### config.mk
export PLATFORM = sky130hd
export DESIGN_NAME = instr_fetch_unit
export DESIGN_NICKNAME = d
export VERILOG_FILES = /design/src/rtl/fetch_pkg.sv /design/src/rtl/fetch_fifo.sv /design/src/rtl/instr_fetch_unit.sv
export SDC_FILE = /design/constraint.sdc
export NUM_CORES = 1
export LEC_CHECK = 0
export CAP_MARGIN = 20
export CORE_ASPECT_RATIO = 1.1
export CORE_MARGIN = 1.5
export CORE_UTILIZATION = 40
export CTS_CLUSTER_DIAMETER = 120
export CTS_CLUSTER_SIZE = 20
export DETAILED_ROUTE_END_ITERATION = 10
export PLACE_DENSITY = 0.67
export SETUP_SLACK_MARGIN = 0.15
export SYNTH_ARGS = -nofsm -noshare
export SYNTH_HDL_FRONTEND = slang
export SYNTH_SLANG_ARGS = --single-unit
### constraint.sdc
create_clock -name clk -period 6.6 [get_ports clk]
set_input_delay 1.65 -clock clk [delete_from_list [all_inputs] [get_ports clk]]
set_output_delay 1.65 -clock clk [all_outputs]
set_load 0.02 [all_outputs]
### src/rtl/fetch_pkg.sv
// Shared types and constants for the instruction fetch stage.
package fetch_pkg;

  typedef enum logic [1:0] {
    IDLE,
    REQ,
    DISCARD
  } fetch_state_e;

  localparam logic [31:0] DEFAULT_RESET_PC = 32'h0000_0000;
  localparam int unsigned WORD_INC         = 4;

endpackage

### src/rtl/fetch_fifo.sv
// Small synchronous FIFO buffering fetched {instr, pc} pairs for decode.
// Flush wins over push and pop; the head is read straight from storage registers.
module fetch_fifo #(
  parameter int WIDTH = 64,
  parameter int DEPTH = 2
) (
  input  logic                     clk,
  input  logic                     reset,
  input  logic                     push,
  input  logic                     pop,
  input  logic                     flush,
  input  logic [WIDTH-1:0]         wdata,
  output logic [WIDTH-1:0]         rdata,
  output logic                     full,
  output logic                     empty,
  output logic [$clog2(DEPTH):0]   count
);

  localparam int PTR_W = $clog2(DEPTH);
  localparam int CNT_W = PTR_W + 1;

  logic [WIDTH-1:0] mem_q [DEPTH];
  logic [WIDTH-1:0] mem_d [DEPTH];
  logic [PTR_W-1:0] wr_ptr_q, wr_ptr_d;
  logic [PTR_W-1:0] rd_ptr_q, rd_ptr_d;
  logic [CNT_W-1:0] count_q, count_d;

  always_comb begin
    mem_d    = mem_q;
    wr_ptr_d = wr_ptr_q;
    rd_ptr_d = rd_ptr_q;
    count_d  = count_q;
    if (flush) begin
      wr_ptr_d = '0;
      rd_ptr_d = '0;
      count_d  = '0;
    end else begin
      if (push) begin
        mem_d[wr_ptr_q] = wdata;
        wr_ptr_d        = wr_ptr_q + PTR_W'(1);
      end
      if (pop) begin
        rd_ptr_d = rd_ptr_q + PTR_W'(1);
      end
      count_d = count_q + CNT_W'(push) - CNT_W'(pop);
    end
  end

  always_ff @(posedge clk or posedge reset) begin
    if (reset) begin
      for (int i = 0; i < DEPTH; i++) begin
        mem_q[i] <= '0;
      end
      wr_ptr_q <= '0;
      rd_ptr_q <= '0;
      count_q  <= '0;
    end else begin
      mem_q    <= mem_d;
      wr_ptr_q <= wr_ptr_d;
      rd_ptr_q <= rd_ptr_d;
      count_q  <= count_d;
    end
  end

  assign rdata = mem_q[rd_ptr_q];
  assign full  = (count_q == CNT_W'(DEPTH));
  assign empty = (count_q == '0);
  assign count = count_q;

endmodule

### src/rtl/instr_fetch_unit.sv
// Fetch stage: owns the fetch PC, issues one word read at a time to instruction
// memory, and buffers returned instructions for decode. Redirects flush everything.
module instr_fetch_unit
  import fetch_pkg::*;
#(
  parameter int                ADDR_W   = 32,
  parameter int                DATA_W   = 32,
  parameter int                DEPTH    = 2,
  parameter logic [ADDR_W-1:0] RESET_PC = ADDR_W'(DEFAULT_RESET_PC)
) (
  input  logic              clk,
  input  logic              reset,
  input  logic              redirect,
  input  logic [ADDR_W-1:0] redirect_pc,
  output logic              imem_req,
  output logic [ADDR_W-1:0] imem_addr,
  input  logic              imem_ack,
  input  logic [DATA_W-1:0] imem_rdata,
  output logic              id_valid,
  input  logic              id_ready,
  output logic [DATA_W-1:0] id_instr,
  output logic [ADDR_W-1:0] id_pc,
  output logic [ADDR_W-1:0] id_pc_plus4
);

  localparam int CNT_W = $clog2(DEPTH) + 1;

  fetch_state_e      state_q, state_d;
  logic [ADDR_W-1:0] fetch_pc_q, fetch_pc_d;
  logic [ADDR_W-1:0] hold_addr_q, hold_addr_d;

  logic                     pop;
  logic                     push;
  logic                     fifo_push;
  logic                     fifo_full;
  logic                     fifo_empty;
  logic [CNT_W-1:0]         fifo_count;
  logic [CNT_W-1:0]         count_after;
  logic                     has_space;
  logic [ADDR_W+DATA_W-1:0] fifo_head;

  // A redirect cancels whatever would have been pushed or popped this cycle.
  assign pop         = id_valid & id_ready & ~redirect;
  assign push        = (state_q == REQ) & imem_ack & ~redirect;
  assign fifo_push   = push & (~fifo_full | pop);
  assign count_after = fifo_count + CNT_W'(fifo_push) - CNT_W'(pop);
  assign has_space   = (count_after < CNT_W'(DEPTH));

  fetch_fifo #(
    .WIDTH(ADDR_W + DATA_W),
    .DEPTH(DEPTH)
  ) u_fifo (
    .clk  (clk),
    .reset(reset),
    .push (fifo_push),
    .pop  (pop),
    .flush(redirect),
    .wdata({imem_rdata, fetch_pc_q}),
    .rdata(fifo_head),
    .full (fifo_full),
    .empty(fifo_empty),
    .count(fifo_count)
  );

  always_ff @(posedge clk or posedge reset) begin
    if (reset) begin
      state_q <= IDLE;
    end else begin
      state_q <= state_d;
    end
  end

  always_comb begin
    state_d = state_q;
    case (state_q)
      IDLE: begin
        if (redirect || has_space) state_d = REQ;
      end
      REQ: begin
        if (redirect) begin
          state_d = imem_ack ? REQ : DISCARD;
        end else if (imem_ack) begin
          state_d = has_space ? REQ : IDLE;
        end
      end
      DISCARD: begin
        if (imem_ack) state_d = REQ;
      end
      default: state_d = IDLE;
    endcase
  end

  // While discarding, the bus keeps the abandoned address until its ack arrives.
  always_comb begin
    imem_req  = 1'b0;
    imem_addr = fetch_pc_q;
    case (state_q)
      REQ: begin
        imem_req = 1'b1;
      end
      DISCARD: begin
        imem_req  = 1'b1;
        imem_addr = hold_addr_q;
      end
      default: begin
        imem_req = 1'b0;
      end
    endcase
  end

  always_comb begin
    fetch_pc_d  = fetch_pc_q;
    hold_addr_d = hold_addr_q;
    if (redirect) begin
      fetch_pc_d = redirect_pc & ~ADDR_W'(3);
      if ((state_q == REQ) && !imem_ack) hold_addr_d = fetch_pc_q;
    end else if (push) begin
      fetch_pc_d = fetch_pc_q + ADDR_W'(WORD_INC);
    end
  end

  always_ff @(posedge clk or posedge reset) begin
    if (reset) begin
      fetch_pc_q  <= RESET_PC;
      hold_addr_q <= RESET_PC;
    end else begin
      fetch_pc_q  <= fetch_pc_d;
      hold_addr_q <= hold_addr_d;
    end
  end

  assign id_valid    = ~fifo_empty;
  assign id_instr    = fifo_head[ADDR_W+DATA_W-1:ADDR_W];
  assign id_pc       = fifo_head[ADDR_W-1:0];
  assign id_pc_plus4 = id_pc + ADDR_W'(WORD_INC);

endmodule
* Word level (Yosys, flattened, before mapping)
Index checks and enable logic that the tools add are counted.
** Storage, ports and cells
- Input port bits :: 69
- Word-level logic and storage cells :: 70
- Memories kept :: 0
- Latch bits :: 0
- Bits in read-only memories :: 0
- Bits in registers :: 198
- RAM bits :: 0
** Operators by class
- Divide/modulo/power cells :: 0
- Shift-type cells :: 0
- Equal/unequal tests :: 6
- Multiplexer cells :: 22
- Bitwise gates (word level) :: 11
- Magnitude comparators :: 4
- Multipliers :: 0
- Reduce and logical (&&, ||, !) cells :: 13
- $add $sub $neg :: 6
** Operators by type and width (count)
- two-way mux 64 bit :: 4
- bitwise mux 128 bit :: 1
- two-way mux 32 bit :: 3
- adder 32 x 3 -> 32 bit, second input constant :: 2
- demux 64 bit (select 1 bit) :: 1
- two-way mux 2 bit :: 6
- two-way mux 1 bit :: 6
- case mux 2 bit (3 select lines) :: 1
- nonzero test 2 bit :: 3
- bitwise AND 1 bit :: 5
- == test 2 bit, second input constant :: 2
- greater-or-equal comparator 2 bit, second input constant :: 2
- zero test 2 bit :: 2
- != test 2 bit, second input constant :: 2
- NOT 1 -> 2 bit :: 2
- AND reduction 2 bit :: 2
- != test 3 bit, second input constant :: 1
- NOT 1 bit :: 3
- AND reduction 3 bit :: 1
- adder 1 bit, second input constant :: 2
- adder 2 x 1 -> 2 bit :: 1
- == test 2 x 1 -> 1 bit, second input constant :: 1
- logical AND 1 bit :: 2
- < comparator 2 x 1 -> 1 bit, second input constant :: 1
- 6 further kinds :: 6

* Depth between registers and ports, before layout
Gate-level depths: netlist of the first run.
- Depth after elaboration :: 13
- Gate-level depth with buffers :: 13
- Gate-level depth less buffers :: 10

* By module
A second synthesis of the first run with hierarchy kept.
** Unflattened totals
- Cell total of the unflattened synthesis :: 785
- Area total of the unflattened synthesis :: 10162.2 sq um
** Modules (own cells, without submodules)
- fetch_fifo :: cells each 361, times used 1, sequential area each 3303.2 sq um, area an instance 6062.1 sq um
- instr_fetch_unit :: cells each 424, times used 1, sequential area each 1551.5 sq um, area an instance 4100.2 sq um

* Worst setup path after synthesis of the first run
No wires, ideal clock.
- Path type :: reg-to-output
- Start point :: reg u_fifo.rd_ptr_q
- End point :: out id_pc_plus4[30]
- Data required time :: 4.950 ns
- Arrival :: 3.149 ns
- Stages on the path, launching flop included :: 14
- Buffers on the path :: 5
- Slack :: 1.801 ns
- Cells stage by stage :: dfrtp_1 > buf_6 > buf_8 > buf_4 > buf_2 > buf_2 > mux2i_1 > inv_1 > ha_1 > nand4_2 > a221oi_4 > nand3_4 > nor4_2 > xor2_1
** Between the ends
- Longest elaborated chain between the ends :: 5
** RTL lines
- start: declaration :: RTL line fetch_fifo.sv:25 : logic [PTR_W-1:0] rd_ptr_q, rd_ptr_d;
- start signal: assignment :: RTL line fetch_fifo.sv:60 : rd_ptr_q <= rd_ptr_d;
- NOT 1 -> 2 bit (implied by the code) :: RTL line fetch_fifo.sv:65 : assign rdata = mem_q[rd_ptr_q];
- two-way mux 64 bit (implied by the code) (3 in series) :: RTL line fetch_fifo.sv:65
- net id_pc[2] :: RTL line instr_fetch_unit.sv:22 : output logic [ADDR_W-1:0] id_pc,
- adder 32 x 3 -> 32 bit :: RTL line instr_fetch_unit.sv:135 : assign id_pc_plus4 = id_pc + ADDR_W'(WORD_INC);
- end: declaration :: RTL line instr_fetch_unit.sv:23 : output logic [ADDR_W-1:0] id_pc_plus4
The timed path passes the listed nets, and every way through them passes these cells. The select of a mux whose other input is x is not followed.

* Worst setup path after layout of the first run
- Start point :: reg u_fifo.rd_ptr_q
- End point :: out id_pc_plus4[30]
** Between the ends
- Longest elaborated chain between the ends :: 5
** RTL lines (RTL line)
- NOT 1 -> 2 bit (implied by the code) :: fetch_fifo.sv:65
- two-way mux 64 bit (implied by the code) (3 in series) :: fetch_fifo.sv:65
- adder 32 x 3 -> 32 bit :: instr_fetch_unit.sv:135
Every way passes these cells. The select of a mux whose other input is x is not followed.

==> metrics.txt, run 1 <==
status completed; Synth Instances 795; post-CTS setup buffer count 0; final slew viol count 0; Critical Path RT 4.95 ns; Final Skew 0.0116 ns; number of flops mapped to enable cells by yosys 0; HPWL after detailed placement 15,500 um; final RePlAce weighted congestion 0.767; PortBufs 190; Starting DRT DRC Count 188; number of fill cells 2,141; Hold WC Path Type reg2reg; clock period minus worst slack 5.52 ns; critical path's slowest cell dfrtp_4; critical path class reg2out; Vias 6,579; Worst Setup EP id_pc_plus4[30]; met2 GRT Util 0.284; Crit. path cell count 9; CTS Root Cell clkbuf_16; Wirelength per Cell 17.1 um; core area 24,300 um^2; commonest non-fill, non-tap cell in the layout mux2_2; die area 25,500 um^2; first-pass GRT wire length 36,100 um; CP Cell Sequence mux2i_1, inv_1, ha_1, nand4_2, a221oi_4, nand3_4, nor4_2, xor2_1, clkdlybuf4s50_1; GRT Util Overall 0.177; Final Cycle Share 0.836; Top Ports 199; area grow syn2layout 27.4%; met1 usage 0.242; Placement Rows 60; Critical R2R Launch state_q[1]; hold_buf cts 0; nature of the critical path endpoint output pin; Starting Density 0.404; max-cap viol count 0; H-tree depth 4; Seq/Total Area, Yosys 0.484; worst path bufs/invs 2; crit start category register; area of the mapped netlist 9830 um^2; Final nets 1,041; Finished Layout Cells 1,287; relative slew slack 0.346; most frequent cells in the layout mux2_2, dfrtp_1, clkdlybuf4s50_1; busiest grt layer met2; crit-path leading delay family flip-flops; post_cts resized 0; Die Wd 152 um; Final setup viols 0; RSZ-0062 raised after global routing no; Final ANT Viol Nets 0; diodes inserted 0; Max Root-Sink Buffers 2; Fmax 0.181 GHz; # placed instances 1,255; remaining global-route overflow 0; Avg Inst Size Synth 12.4 um^2; antenna violations before repair 0; worst-margin pin slew 0.979 ns; vias in the first global route 6,739; CTS Buf Count 17; Main synth FF type dfrtp_1; crit path from u_fifo.rd_ptr_q; height of the chip 167 um; Pre-antenna DRT Iters 4; VDD IR max 0.218 mV; vias per cell 5.11; Synth cell types 50; Data arrival, critical path 3.87 ns; Clock transition at path regs 0.08 ns; Power Density 457 nW/um^2; CTS tree built; post-synthesis async set-or-reset flop share 1.00; final hold viol count 0; Fin Setup TNS 0 ns; FF+latch count, synth 190; footprint of the multi-input gates 4740 um^2; met3 usage 0.0274; Register-to-Register Path Depth 8; Worst R2R Setup Slack 3.55 ns; Largest stage delay, worst path 0.91 ns; largest net degree at the start of global routing 137; final wirelength 22,100 um; drc violations 0; layout cells sized above 1 0.314; crit path max fanout 52; Sink Count 190; warnings from Yosys 0; FF/Latch Area 4760 um^2; leak pwr 5.32 nW; RR Endpoint u_fifo.mem_q[98]; clock latency at the later pin of the worst-skew pair 0.44 ns
worst min-delay path by stage:
stage | from | end | slack [ns] | cells past startpoint
2_1_floorplan | hold_addr_q[4] | hold_addr_q[4] | 0.45 | 2
3_3_place_gp | hold_addr_q[4] | hold_addr_q[4] | 0.47 | 2
3_5_place_dp | hold_addr_q[4] | hold_addr_q[4] | 0.47 | 2
4_1_cts | hold_addr_q[4] | hold_addr_q[4] | 0.49 | 2
5_1_grt | hold_addr_q[4] | hold_addr_q[4] | 0.51 | 2
6_report | hold_addr_q[4] | hold_addr_q[4] | 0.49 | 2
power by group:
group	internal, mW	switching [mW]
combinational	1.45	1.24
sequential	1.65	0.363
clock	0.521	0.487
total	3.62	2.09
per-stage QoR:
step	area (um^2)	hold WS (ns)	setup WS, ns	util	power [mW]
after floorplan	9850	0.450	1.80	-	3.66
after global placement	11900	0.465	1.45	0.491	4.70
after detailed placement	11900	0.473	1.45	0.491	4.76
after CTS	12500	0.492	0.974	0.515	5.79
after global routing	12500	0.514	0.800	0.515	6.04
final	12500	0.489	1.08	0.515	5.72
registers in the layout, indices dropped and copies added (netlist names):
signal	flops
u_fifo.mem_q	124
fetch_pc_q	30
hold_addr_q	30
state_q	2
u_fifo.count	2
u_fifo.rd_ptr_q	1
u_fifo.wr_ptr_q	1
cell usage after synthesis (3+ instances only):
library cell  number  area (um^2)
a21oi_2            3         26.3
and3_1             6         37.5
buf_1              3         11.3
buf_2             15         75.1
buf_4             13         97.6
clkbuf_1          17         63.8
clkbuf_2           3         15.0
dfrtp_1          190         4750
ha_1               8          100
inv_1             17         63.8
mux2_2           236         2660
mux2i_1           11          110
nand2_1           64          240
nand3_1           22          110
nand4_1           14         87.6
nand4_2            5         62.6
nand4b_4           3         71.3
nor2_1            25         93.8
nor2b_1            3         18.8
nor3_1             5         25.0
nor4_1             3         18.8
o21ai_0           31          155
o21ai_1            4         20.0
xnor2_1           26          228
xor2_1            34          298
area by class of cell:
type                            instances  area share
Clock buffer                           20      0.0365
Clock inverter                         12     0.00969
Inverter                               17     0.00540
Multi-Input combinational cell        539       0.379
Sequential cell                       190       0.380
Tap cell                              310      0.0310
Timing Repair Buffer                  199       0.159
layer usage:
layer / up-vias / share of wire
li1: 3123 / -
met1: 3270 / 0.47
met2: 160 / 0.47
met3: 26 / 0.043
met4: 0 / 0.018
met5: - / 0
worst reg2reg max path, stage by stage, from the launching register on:
cell     delay (ns)
dfrtp_1        0.41
inv_1          0.09
ha_1           0.28
nor2b_1        0.20
nand2_1        0.10
a21oi_2        0.26
nor2b_4        0.86
buf_12         0.31
mux2_2         0.42
cells by family (layout without fill, tap and decap cells):
| group | after synthesis | after routing | share of synthesized area |
|---|---|---|---|
| AO/OA/AOI/OAI | 49 | 49 | 0.0335 |
| other | 1 | 6 | 0.000381 |
| multiplexers | 247 | 247 | 0.281 |
| adder cells (fa/ha/maj) | 8 | 8 | 0.0102 |
| buffers and inverters | 71 | 248 | 0.0370 |
| AND/OR/NAND/NOR | 169 | 169 | 0.100 |
| XOR/XNOR | 60 | 60 | 0.0534 |
| flip-flops | 190 | 190 | 0.484 |
Note: power is estimated with default switching activity, not from simulation.
==> run 2, diff against run 1 <==
Clock period 6.6 ns to 5 ns, I/O delays scaled along.
==> metrics.txt, run 2 (synthesis gave the netlist of run 1 again) <==
clock latency at the later pin of the worst-skew pair 0.42 ns; Critical Path RT 3.75 ns; CP Cell Sequence mux2_2, ha_1, nand4_2, a221oi_4, buf_12, nand3_4, nor4_2, xor2_1, clkdlybuf4s50_1; VDD IR max 0.217 mV; Fmax 0.216 GHz; diodes inserted 0; relative slew slack 0.552; Critical R2R Launch state_q[1]; Placement Rows 60; die area 25,500 um^2; crit path from u_fifo.rd_ptr_q; Sink Count 190; Fin Setup TNS 0 ns; antenna violations before repair 0; Final ANT Viol Nets 0; crit start category register; area grow syn2layout 27.8%; GRT Util Overall 0.178; Hold WC Path Type reg2reg; Power Density 595 nW/um^2; Fin Hold WS 0.485 ns; Clock transition at path regs 0.07 ns; Register-to-Register Path Depth 8; leak pwr 5.34 nW; Final Skew 0.0126 ns; vias in the first global route 6,747; worst-margin pin slew 0.670 ns; max-cap viol count 0; RSZ-0062 raised after global routing no; crit-path leading delay family buffers and inverters; CTS Root Cell clkbuf_16; # placed instances 1,258; Largest stage delay, worst path 0.63 ns; remaining global-route overflow 0; final slew viol count 0; Top Ports 199; most frequent cells in the layout mux2_2, dfrtp_1, clkdlybuf4s50_1; critical path class reg2out; max reg flops 124; Die Wd 152 um; most flop-heavy register u_fifo.mem_q; nature of the critical path endpoint output pin; layout cells sized above 1 0.317; largest net degree at the start of global routing 68; Finished Layout Cells 1,291; CTS tree built; setup ws final 0.376 ns; biggest regs u_fifo.mem_q: 124 flops, fetch_pc_q: 30 flops, hold_addr_q: 30 flops; Data arrival, critical path 3.37 ns; PortBufs 190; Max Root-Sink Buffers 2; final wirelength 22,100 um; CTS Buf Count 17; Worst R2R Setup Slack 2.37 ns; critical path's slowest cell dfrtp_4; Vias 6,577; Final Util 0.517; clock period minus worst slack 4.62 ns; RR Endpoint u_fifo.mem_q[40]; HPWL after detailed placement 15,800 um; Final nets 1,045; height of the chip 167 um; Starting DRT DRC Count 229; Worst Setup EP id_pc_plus4[30]; Wirelength per Cell 17.2 um; post_cts resized 0; core area 24,300 um^2; number of fill cells 2,233; H-tree depth 4; pre-CTS WS 0.613 ns; vias per cell 5.09; final RePlAce weighted congestion 0.789; crit path max fanout 23; Starting Density 0.404; Crit. path cell count 9; first-pass GRT wire length 36,400 um; final hold viol count 0; Final setup viols 0; Final Cycle Share 0.925; worst path bufs/invs 2; commonest non-fill, non-tap cell in the layout mux2_2; status completed; drc violations 0; Pre-antenna DRT Iters 4
-- run 2: changes by cell type in the layout (fill, tap and decap cells not counted), sizes merged --
cell,change
inv,-2
buf,+4
clkinvlp,+2
clkinv,+2
clkbuf,-2
-- run 2: final cells by class --
| class | instances | area, um^2 | area share |
|---|---|---|---|
| Sequential cell | 190 | 4760 | 0.379 |
| Multi-Input combinational cell | 539 | 4740 | 0.377 |
| Timing Repair Buffer | 203 | 2070 | 0.165 |
| Clock buffer | 18 | 429 | 0.0342 |
| Tap cell | 310 | 388 | 0.0309 |
| Clock inverter | 14 | 110 | 0.00876 |
| Inverter | 17 | 67.6 | 0.00538 |
-- run 2: per-layer routing --
layer | GRT usage | wire (um) | share of wire | up-vias
li1 | - | - | - | 3128
met1 | 0.245 | 10500 | 0.48 | 3298
met2 | 0.292 | 10600 | 0.48 | 136
met3 | 0.0285 | 742 | 0.034 | 15
met4 | 0.0493 | 226 | 0.010 | 0
met5 | 0 | 0 | 0 | -
-- run 2: worst reg2reg max path: cells and delay by family (launching register included) --
| kind | cells | cell delay (ns) |
|---|---|---|
| DFF | 1 | 0.42 |
| buffers and inverters | 2 | 0.49 |
| AOI/OAI and AO/OA | 1 | 0.27 |
| adders and majority gates | 1 | 0.28 |
| and+or+nand+nor | 3 | 0.75 |
| muxes | 1 | 0.29 |
-- run 2: how the worst min path moves through the flow --
stage,startpoint,endpoint,slack (ns),depth (start not counted)
finish,hold_addr_q[4],hold_addr_q[4],0.48,2
global route,u_fifo.mem_q[108],u_fifo.mem_q[108],0.51,1
CTS,hold_addr_q[4],hold_addr_q[4],0.49,2
detailed placement,hold_addr_q[4],hold_addr_q[4],0.47,2
global placement,hold_addr_q[4],hold_addr_q[4],0.46,2
floorplan,hold_addr_q[4],hold_addr_q[4],0.45,2
-- run 2: timing repair --
| action | 4_1_cts | 5_1_grt |
|---|---|---|
| setup endpoints to repair | 1 | 8 |
| setup buffers | 0 | 1 |
| pin swaps | 1 | 1 |
| hold buffers | 0 | 0 |
| cloned | 0 | 0 |
-- run 2: through the flow --
stage | total power [mW] | instance area [um^2]
5_1_grt | 7.92 | 12600
6_report | 7.48 | 12600
3_3_place_gp | 6.22 | 12000
2_1_floorplan | 4.84 | 9850
3_5_place_dp | 6.30 | 12000
4_1_cts | 7.57 | 12500
-- run 2: power by group --
group	switching, mW	internal [mW]	leakage [nW]	total [mW]
sequential	0.460	2.18	2.34	2.64
clock	0.605	0.645	0.259	1.25
combinational	1.66	1.92	2.73	3.59
total	2.73	4.75	5.34	7.48
